==> config.mk <==
export PLATFORM = sky130hd
export DESIGN_NAME = lzc_seq_scanner
export DESIGN_NICKNAME = d
export VERILOG_FILES = /design/src/rtl/lzc_seq_scanner.sv
export SDC_FILE = /design/constraint.sdc
export NUM_CORES = 1
export LEC_CHECK = 0
export ABC_CLOCK_PERIOD_IN_PS = 1500
export CORE_MARGIN = 1
export CORE_UTILIZATION = 48
export CTS_BUF_LIST = sky130_fd_sc_hd__clkbuf_8
export CTS_CLUSTER_DIAMETER = 80
export DETAILED_ROUTE_END_ITERATION = 8
export PLACE_DENSITY = 0.86
export SLEW_MARGIN = 20
export SYNTH_ARGS = -nofsm -noshare
export SYNTH_HDL_FRONTEND = slang
export SYNTH_SLANG_ARGS = --single-unit
==> constraint.sdc <==
create_clock -name clk -period 1.5 [get_ports clk]
set_input_delay 0.15 -clock clk [delete_from_list [all_inputs] [get_ports clk]]
set_output_delay 0.15 -clock clk [all_outputs]
set_load 0.01 [all_outputs]
==> src/rtl/lzc_seq_scanner.sv <==
// rtl/lzc_seq_scanner.sv - multi-cycle leading-zero counter scanning CHUNK-wide slices MSB-first
//
// lzc_core: combinational leading-zero counter for one WIDTH-bit slice.
//   data  in  WIDTH           slice, bit WIDTH-1 is the MSB
//   count out $clog2(WIDTH)   leading zeros (meaningful only when valid=1)
//   valid out 1               slice has at least one set bit
//
// lzc_seq_scanner: scans a DATA_W operand one slice per cycle, stopping at the
// first non-zero slice.
//   clk       in  1        clock, all state on rising edge
//   rst_n     in  1        synchronous active-low reset
//   in_valid  in  1        operand valid
//   in_ready  out 1        block idle and able to accept an operand
//   in_data   in  DATA_W   operand, bit DATA_W-1 is the MSB
//   out_valid out 1        result valid
//   out_ready in  1        consumer accepts result
//   out_count out CNT_W    leading zeros, 0..DATA_W
//   out_zero  out 1        operand was all zeros
//   out_norm  out DATA_W   operand << out_count (only with LZC_SEQ_NORM_EN)
//
// Optional build macro: LZC_SEQ_NORM_EN adds the out_norm port and its shifter.

module lzc_core #(
    parameter int WIDTH = 16
) (
    input  logic [WIDTH-1:0]         data,
    output logic [$clog2(WIDTH)-1:0] count,
    output logic                     valid
);
    localparam int CW = $clog2(WIDTH);

    // Priority search from the MSB; the first set bit found wins.
    always_comb begin
        count = '0;
        valid = 1'b0;
        for (int i = WIDTH - 1; i >= 0; i--) begin
            if (!valid && data[i]) begin
                count = CW'(WIDTH - 1 - i);
                valid = 1'b1;
            end
        end
    end
endmodule

module lzc_seq_scanner #(
    parameter  int CHUNK  = 16,
    parameter  int CHUNKS = 4,
    localparam int DATA_W = CHUNK * CHUNKS,
    localparam int CNT_W  = $clog2(DATA_W) + 1
) (
    input  logic              clk,
    input  logic              rst_n,
    input  logic              in_valid,
    output logic              in_ready,
    input  logic [DATA_W-1:0] in_data,
    output logic              out_valid,
    input  logic              out_ready,
    output logic [CNT_W-1:0]  out_count,
    output logic              out_zero
`ifdef LZC_SEQ_NORM_EN
    ,
    output logic [DATA_W-1:0] out_norm
`endif
);
    localparam int CORE_CW = $clog2(CHUNK);
    localparam int IDX_W   = (CHUNKS > 1) ? $clog2(CHUNKS) : 1;

    localparam logic [CNT_W-1:0] ACC_STEP = CNT_W'(CHUNK);
    localparam logic [CNT_W-1:0] FULL_CNT = CNT_W'(DATA_W);
    localparam logic [IDX_W-1:0] LAST_IDX = IDX_W'(CHUNKS - 1);

    typedef enum logic [1:0] {
        ST_IDLE,
        ST_SCAN,
        ST_DONE
    } state_t;

    state_t             state;
    logic [DATA_W-1:0]  shift_reg;
    logic [CNT_W-1:0]   acc;
    logic [IDX_W-1:0]   idx;

    logic [CHUNK-1:0]   slice;
    logic [CORE_CW-1:0] core_count;
    logic               core_valid;
    logic [CNT_W-1:0]   acc_next;

    // The operand is shifted left as zero slices are consumed, so the slice
    // under inspection is always the top CHUNK bits.
    assign slice = shift_reg[DATA_W-1 -: CHUNK];

    lzc_core #(
        .WIDTH(CHUNK)
    ) u_lzc (
        .data  (slice),
        .count (core_count),
        .valid (core_valid)
    );

    assign acc_next = acc + {{(CNT_W - CORE_CW){1'b0}}, core_count};
    assign in_ready = (state == ST_IDLE);

    always_ff @(posedge clk) begin
        if (!rst_n) begin
            state     <= ST_IDLE;
            shift_reg <= '0;
            acc       <= '0;
            idx       <= '0;
            out_valid <= 1'b0;
            out_count <= '0;
            out_zero  <= 1'b0;
`ifdef LZC_SEQ_NORM_EN
            out_norm  <= '0;
`endif
        end else begin
            case (state)
                ST_IDLE: begin
                    if (in_valid) begin
                        shift_reg <= in_data;
                        acc       <= '0;
                        idx       <= '0;
                        state     <= ST_SCAN;
                    end
                end

                ST_SCAN: begin
                    if (core_valid) begin
                        out_count <= acc_next;
                        out_zero  <= 1'b0;
`ifdef LZC_SEQ_NORM_EN
                        // shift_reg is already aligned to the slice boundary;
                        // only the in-slice offset remains.
                        out_norm  <= shift_reg << core_count;
`endif
                        out_valid <= 1'b1;
                        state     <= ST_DONE;
                    end else if (idx == LAST_IDX) begin
                        out_count <= FULL_CNT;
                        out_zero  <= 1'b1;
`ifdef LZC_SEQ_NORM_EN
                        out_norm  <= '0;
`endif
                        out_valid <= 1'b1;
                        state     <= ST_DONE;
                    end else begin
                        acc       <= acc + ACC_STEP;
                        shift_reg <= shift_reg << CHUNK;
                        idx       <= idx + IDX_W'(1);
                    end
                end

                ST_DONE: begin
                    // Result fields stay as-is after the handshake; only
                    // out_valid drops.
                    if (out_ready) begin
                        out_valid <= 1'b0;
                        state     <= ST_IDLE;
                    end
                end

                default: begin
                    out_valid <= 1'b0;
                    state     <= ST_IDLE;
                end
            endcase
        end
    end
endmodule

### After elaboration in Yosys (flattened, before gate mapping)

Index checks and enable logic that the tools add are counted.

| word-level totals | value |
|---|---|
| bits in registers | 84 |
| output and inout bits | 10 |
| word-level logic and storage cells | 111 |

| cells by class | value |
|---|---|
| $add $sub $neg | 3 |
| equality and inequality tests | 8 |
| muxes and demuxes | 55 |
| bitwise gates (word level) | 1 |
| reduce and logical (&&, ||, !) cells | 37 |

Operator list:

| operator | count |
|---|---|
| $mux W64 | 3 |
| $pmux W64 S2 | 1 |
| $mux W7 | 5 |
| $mux W4 | 8 |
| $mux W1 | 21 |
| $mux W2 | 9 |
| $logic_and A1 B1 Y1 | 15 |
| $logic_not A1 Y1 | 15 |
| $pmux W7 S2 | 1 |
| $mux W3 | 4 |
| $ne A2 B2 Y1 const B | 4 |
| $add A7 B4 Y7 | 1 |
| $add A7 B5 Y7 const B | 1 |
| $pmux W2 S3 | 1 |
| $reduce_and A3 Y1 | 2 |
| $eq A2 B2 Y1 const B | 2 |
| $pmux W2 S2 | 1 |
| $reduce_and A4 Y1 | 1 |
| $reduce_bool A2 Y1 | 2 |
| $ne A3 B3 Y1 const B | 1 |
| $pmux W1 S3 | 1 |
| $add A2 B1 Y2 const B | 1 |
| $eq A2 B1 Y1 const B | 1 |
| $logic_not A2 Y1 | 1 |
| 2 further kinds | 2 |

### Longest topological paths before layout

| depth | value |
|---|---|
| depth after elaboration | 48 |
| mapped depth | 8 |
| mapped depth without buffers | 4 |

### Modules after synthesis

Synthesis repeated with hierarchy kept, for this count alone.

| unflattened totals | value |
|---|---|
| cell total of the unflattened synthesis | 407 |
| area total of the unflattened synthesis | 3778.6 um^2 |

By module, submodules not included:

| module | instances | cells an instance | area an instance (um^2) |
|---|---|---|---|
| lzc_seq_scanner | 1 | 377 | 3594.7 |
| lzc_core | 1 | 30 | 183.9 |

### Worst setup path after synthesis

OpenSTA, ideal clock, no wires.

| path | value |
|---|---|
| path kind | flip-flop to flip-flop |
| from | register shift_reg[63] |
| to | register shift_reg[16] |
| setup time | 0.133 ns |
| arrival | 1.454 ns |
| path slack | -0.087 ns |
| stages on the path, launching flop included | 7 |
| period minus slack after synthesis | 1.587 ns |
| cells stage by stage | dfxtp_1 -> nor4_2 -> nand4_1 -> o21ai_1 -> buf_4 -> buf_6 -> a311oi_1 |

| on the way | value |
|---|---|
| word-level cells in the longest chain between the ends | 48 |

RTL lines:

| element | RTL line | RTL |
|---|---|---|
| from (decl) | 79 | `logic [DATA_W-1:0] shift_reg;` |
| from (signal assigned) | 119 | `shift_reg <= in_data;` |
| from (signal assigned) | 147 | `shift_reg <= shift_reg << CHUNK;` |
| $mux W1 (*) | 37 | `if (!valid && data[i]) begin` |
| $logic_not A1 Y1 | 37 |  |
| $logic_and A1 B1 Y1 | 37 |  |
| $mux W1 (*) | 37 |  |
| $logic_not A1 Y1 | 37 |  |
| $logic_and A1 B1 Y1 | 37 |  |
| $mux W1 (*) | 37 |  |
| $logic_not A1 Y1 | 37 |  |
| [... 32 more ...] | n/a |  |
| $logic_not A1 Y1 | 37 |  |
| $logic_and A1 B1 Y1 | 37 |  |
| $mux W1 (*) | 37 |  |
| $logic_not A1 Y1 | 37 |  |
| $logic_and A1 B1 Y1 | 37 |  |
| $mux W1 (*) | 37 |  |
| $ne A2 B2 Y1 (no line) (*) | n/a |  |
| $reduce_and A4 Y1 (no line) (*) | n/a |  |

Every way passes the cells marked *; elsewhere a longest branch is shown, timed or not.
A chain may end at the register's enable or synchronous reset.

### Worst setup path after layout

| path | value |
|---|---|
| from | register shift_reg[60] |
| to | register shift_reg[34] |

| on the way | value |
|---|---|
| word-level cells in the longest chain between the ends | 40 |

RTL lines:

| element | RTL line |
|---|---|
| $logic_and A1 B1 Y1 (*) | 37 |
| $mux W1 (*) | 37 |
| $logic_not A1 Y1 | 37 |
| $logic_and A1 B1 Y1 | 37 |
| $mux W1 (*) | 37 |
| $logic_not A1 Y1 | 37 |
| $logic_and A1 B1 Y1 | 37 |
| $mux W1 (*) | 37 |
| [... 24 more ...] | n/a |
| $logic_not A1 Y1 | 37 |
| $logic_and A1 B1 Y1 | 37 |
| $mux W1 (*) | 37 |
| $logic_not A1 Y1 | 37 |
| $logic_and A1 B1 Y1 | 37 |
| $mux W1 (*) | 37 |
| $ne A2 B2 Y1 (no line) (*) | n/a |
| $reduce_and A4 Y1 (no line) (*) | n/a |

Marks and branches as above.

==> results.toml <==
[critical_path]
path_cells = "nor4_4 > buf_4 > and4_4 > buf_12 > a211oi_1 > a311oi_1"
worstPathBufferInverterCount = 2
rr_endpoint = "shift_reg[34]"
slowest_stage = "dfxtp_4"
r2r_start = "shift_reg[60]"
ff2ff_path_depth = 6
crit_path_max_fanout = 8
worstPathRequired_ps = 1740
crit_family = "simple AND/OR/NAND/NOR gates"
slowest_delay_ps = 370
critPathArrivalTime_ps = 2180
reg2reg_slack_ps = -440
critPathLaunchType = "flop"
crit_type = "reg2reg"
end_kind = "flop"

[grt]
grt_pass1_wl_um = 20600
grt_overflow_total = 0
antenna_found_initial = 0
grt_pass1_vias = 4151
gr-usage-all-layers = 0.315
grt_max_degree = 69

[sta]
finalSetupViolations = 80
min_period_ps = 1940
relSlewSlack = 0.730
timing.final.crit_share = 1.30
fmax_ghz = 0.515
grt_setup_unrepaired = "true"
tightest_slew_ps = 406
hold_viol_final = 0
drv_slew = 0
clock_skew_ps = 11.0
fin_ws_ps = -443

[routing]
drt-pass1-iter-count = 5
wl_met1_um = 5340
drc = 0
topRoutingLayerUsed = "met4"
wl_per_cell_um = 22.7
vias_per_cell = 6.88
met3WireLength_um = 1620
route.met2.wl_um = 7220
vias = 4632
drt.antenna.violating_nets = 0
drtIter0Drc = 566
drt-total-wl_um = 15200

[cells_and_area]
utilization = 0.754
area_growth_pct = 52.8
fin_nets = 638
largest_reg_flops = 64
final_area_um2 = 5800
fillCellCount = 495
drive_gt1_frac = 0.242
antenna_cells = 0

[power]
power_leakage_nw = 2.12
ir_drop_mv = 0.539
power_density_nw_per_um2 = 1030

[place]
gp_congestion = 0.848
place_area_um2 = 4990
hpwl_um = 7630
post-place-ws_ps = -267
port_buffers = 77

[logic_synthesis]
ys_seq_area_frac = 0.422
synthArstFlopShare = 0
synthFlopType = "dfxtp_1"
synth_area_um2 = 3790
ys_warn_count = 0
syn_area_per_cell_um2 = 8.28
ys_ff_latch = 80
synthCells = 458
synth_nets = 528
ys_types = 37
synth_edf_count = 0

[job]
drv_cap = 0

[clock_tree]
numClockSinks = 80
clkLatencyLatePin_ps = 370
clkSlewWorstSetupHoldPaths_ps = 90
h-tree-depth = 3
cts_hold_buf = 0
max-clock-path-buffers = 2
cts_tree = "yes"
cts_buffers = 9
cts_root_buf = "clkbuf_8"

[floorplanning]
die_y_um = 90.9
start_util = 0.493
num_rows = 32
core_um2 = 7690
io_pins = 78
die_w_um = 90.9
fp.dieArea_um2 = 8260

[hold_path]
hold_path.class = "in2reg"
hp-start = "in_data[13]"
whs_path_depth = 3
hold_end = "shift_reg[13]"

[status]
violations = "setup timing"
run_status = "complete, but fails checks"
-- area by class of cell --
class,instances,area (um2),share of cell area
multi-input combinational,325,2180,0.376
tap,102,128,0.0220
timing repair buffer,148,1650,0.285
clock inverter,4,71.3,0.0123
inverter,4,15.0,0.00259
sequential,80,1610,0.278
clock buffer,10,138,0.0237
-- layer usage --
metal,vias up,track usage
met4,0,0.181
met5,-,0
met2,397,0.526
met1,2183,0.380
li1,1938,-
met3,114,0.0556
-- cells by family after synthesis --
group | Yosys count | share of synthesized area
buffers and inverters | 53 | 0.0703
and+or+nand+nor | 162 | 0.186
adders and majority gates | 2 | 0.00660
AOI/OAI and AO/OA | 161 | 0.315
DFF | 80 | 0.422
-- power breakdown --
| group | leakage [nW] | internal, mW | switching, mW |
|---|---|---|---|
| combinational | 1.35 | 0.844 | 0.865 |
| clock | 0.106 | 0.959 | 0.804 |
| sequential | 0.661 | 2.31 | 0.161 |
| total | 2.12 | 4.11 | 1.83 |
-- through the flow --
| stage | TNS (ps) | hold slack [ps] | std cells | power [mW] |
|---|---|---|---|---|
| 6_report | -26360 | 333 | 673 | 5.94 |
| 3_5_place_dp | -15720 | 467 | 636 | 3.78 |
| 5_1_grt | -29260 | 366 | 673 | 6.09 |
| 4_1_cts | -13770 | 338 | 662 | 5.59 |
| 3_3_place_gp | -14060 | 445 | 636 | 3.74 |
| 2_1_floorplan | -882 | 286 | 458 | 3.18 |
-- how the worst max path moves through the flow --
| stage | start | depth (start not counted) | end | slack (ps) |
|---|---|---|---|---|
| 6_report | shift_reg[60] | 6 | shift_reg[34] | -440 |
| 3_3_place_gp | in_valid | 5 | shift_reg[60] | -220 |
| 3_5_place_dp | shift_reg[62] | 6 | shift_reg[56] | -270 |
| 4_1_cts | shift_reg[60] | 6 | shift_reg[27] | -230 |
| 2_1_floorplan | shift_reg[62] | 6 | shift_reg[59] | -50 |
| 5_1_grt | shift_reg[60] | 6 | shift_reg[34] | -470 |
-- tightest hold or removal path, cell delays in order --
cell	delay, ps
clkdlybuf4s50_1	390
nand2_1	60
a21oi_1	50
-- cell usage in the layout (no fill, tap or decap), types with 3 or more instances in the layout --
cell type,netlist,final
o22ai_2,0,3
clkdlybuf4s50_1,0,76
a211oi_1,47,36
nand3_1,4,4
dfxtp_2,0,6
a311oi_1,46,34
nor4_4,0,4
nand2b_1,5,5
a32o_1,3,3
a311oi_2,0,12
a21oi_1,27,25
buf_12,0,11
o211ai_1,19,19
clkbuf_16,0,6
buf_6,7,8
buf_16,0,3
dfxtp_1,80,73
buf_4,2,41
a211oi_2,0,11
nor2_1,12,11
inv_1,3,4
clkbuf_8,0,10
nand2_1,121,120
o21ai_0,4,4
-- Yosys cell counts (all sizes together), types with 4 or more instances --
cell | number | area (um2)
dfxtp | 80 | 1600
clkbuf | 34 | 128
o21ai | 6 | 30.0
nor2 | 12 | 45.0
nand2b | 5 | 31.3
buf | 15 | 124
a211oi | 47 | 353
inv | 4 | 15.0
nand3 | 4 | 20.0
a21oi | 27 | 135
a311oi | 46 | 403
o211ai | 19 | 143
o22ai | 4 | 25.0
nand2 | 121 | 454
nor4 | 5 | 50.1
-- what timing repair did --
action,4_1_cts,5_1_grt
pin swaps,29,52
setup buffers,8,5
hold endpoints to repair,0,0
gates cloned,4,7
setup endpoints to repair,81,81
gates resized for setup,25,34
Power figures use the tool's default switching activity.
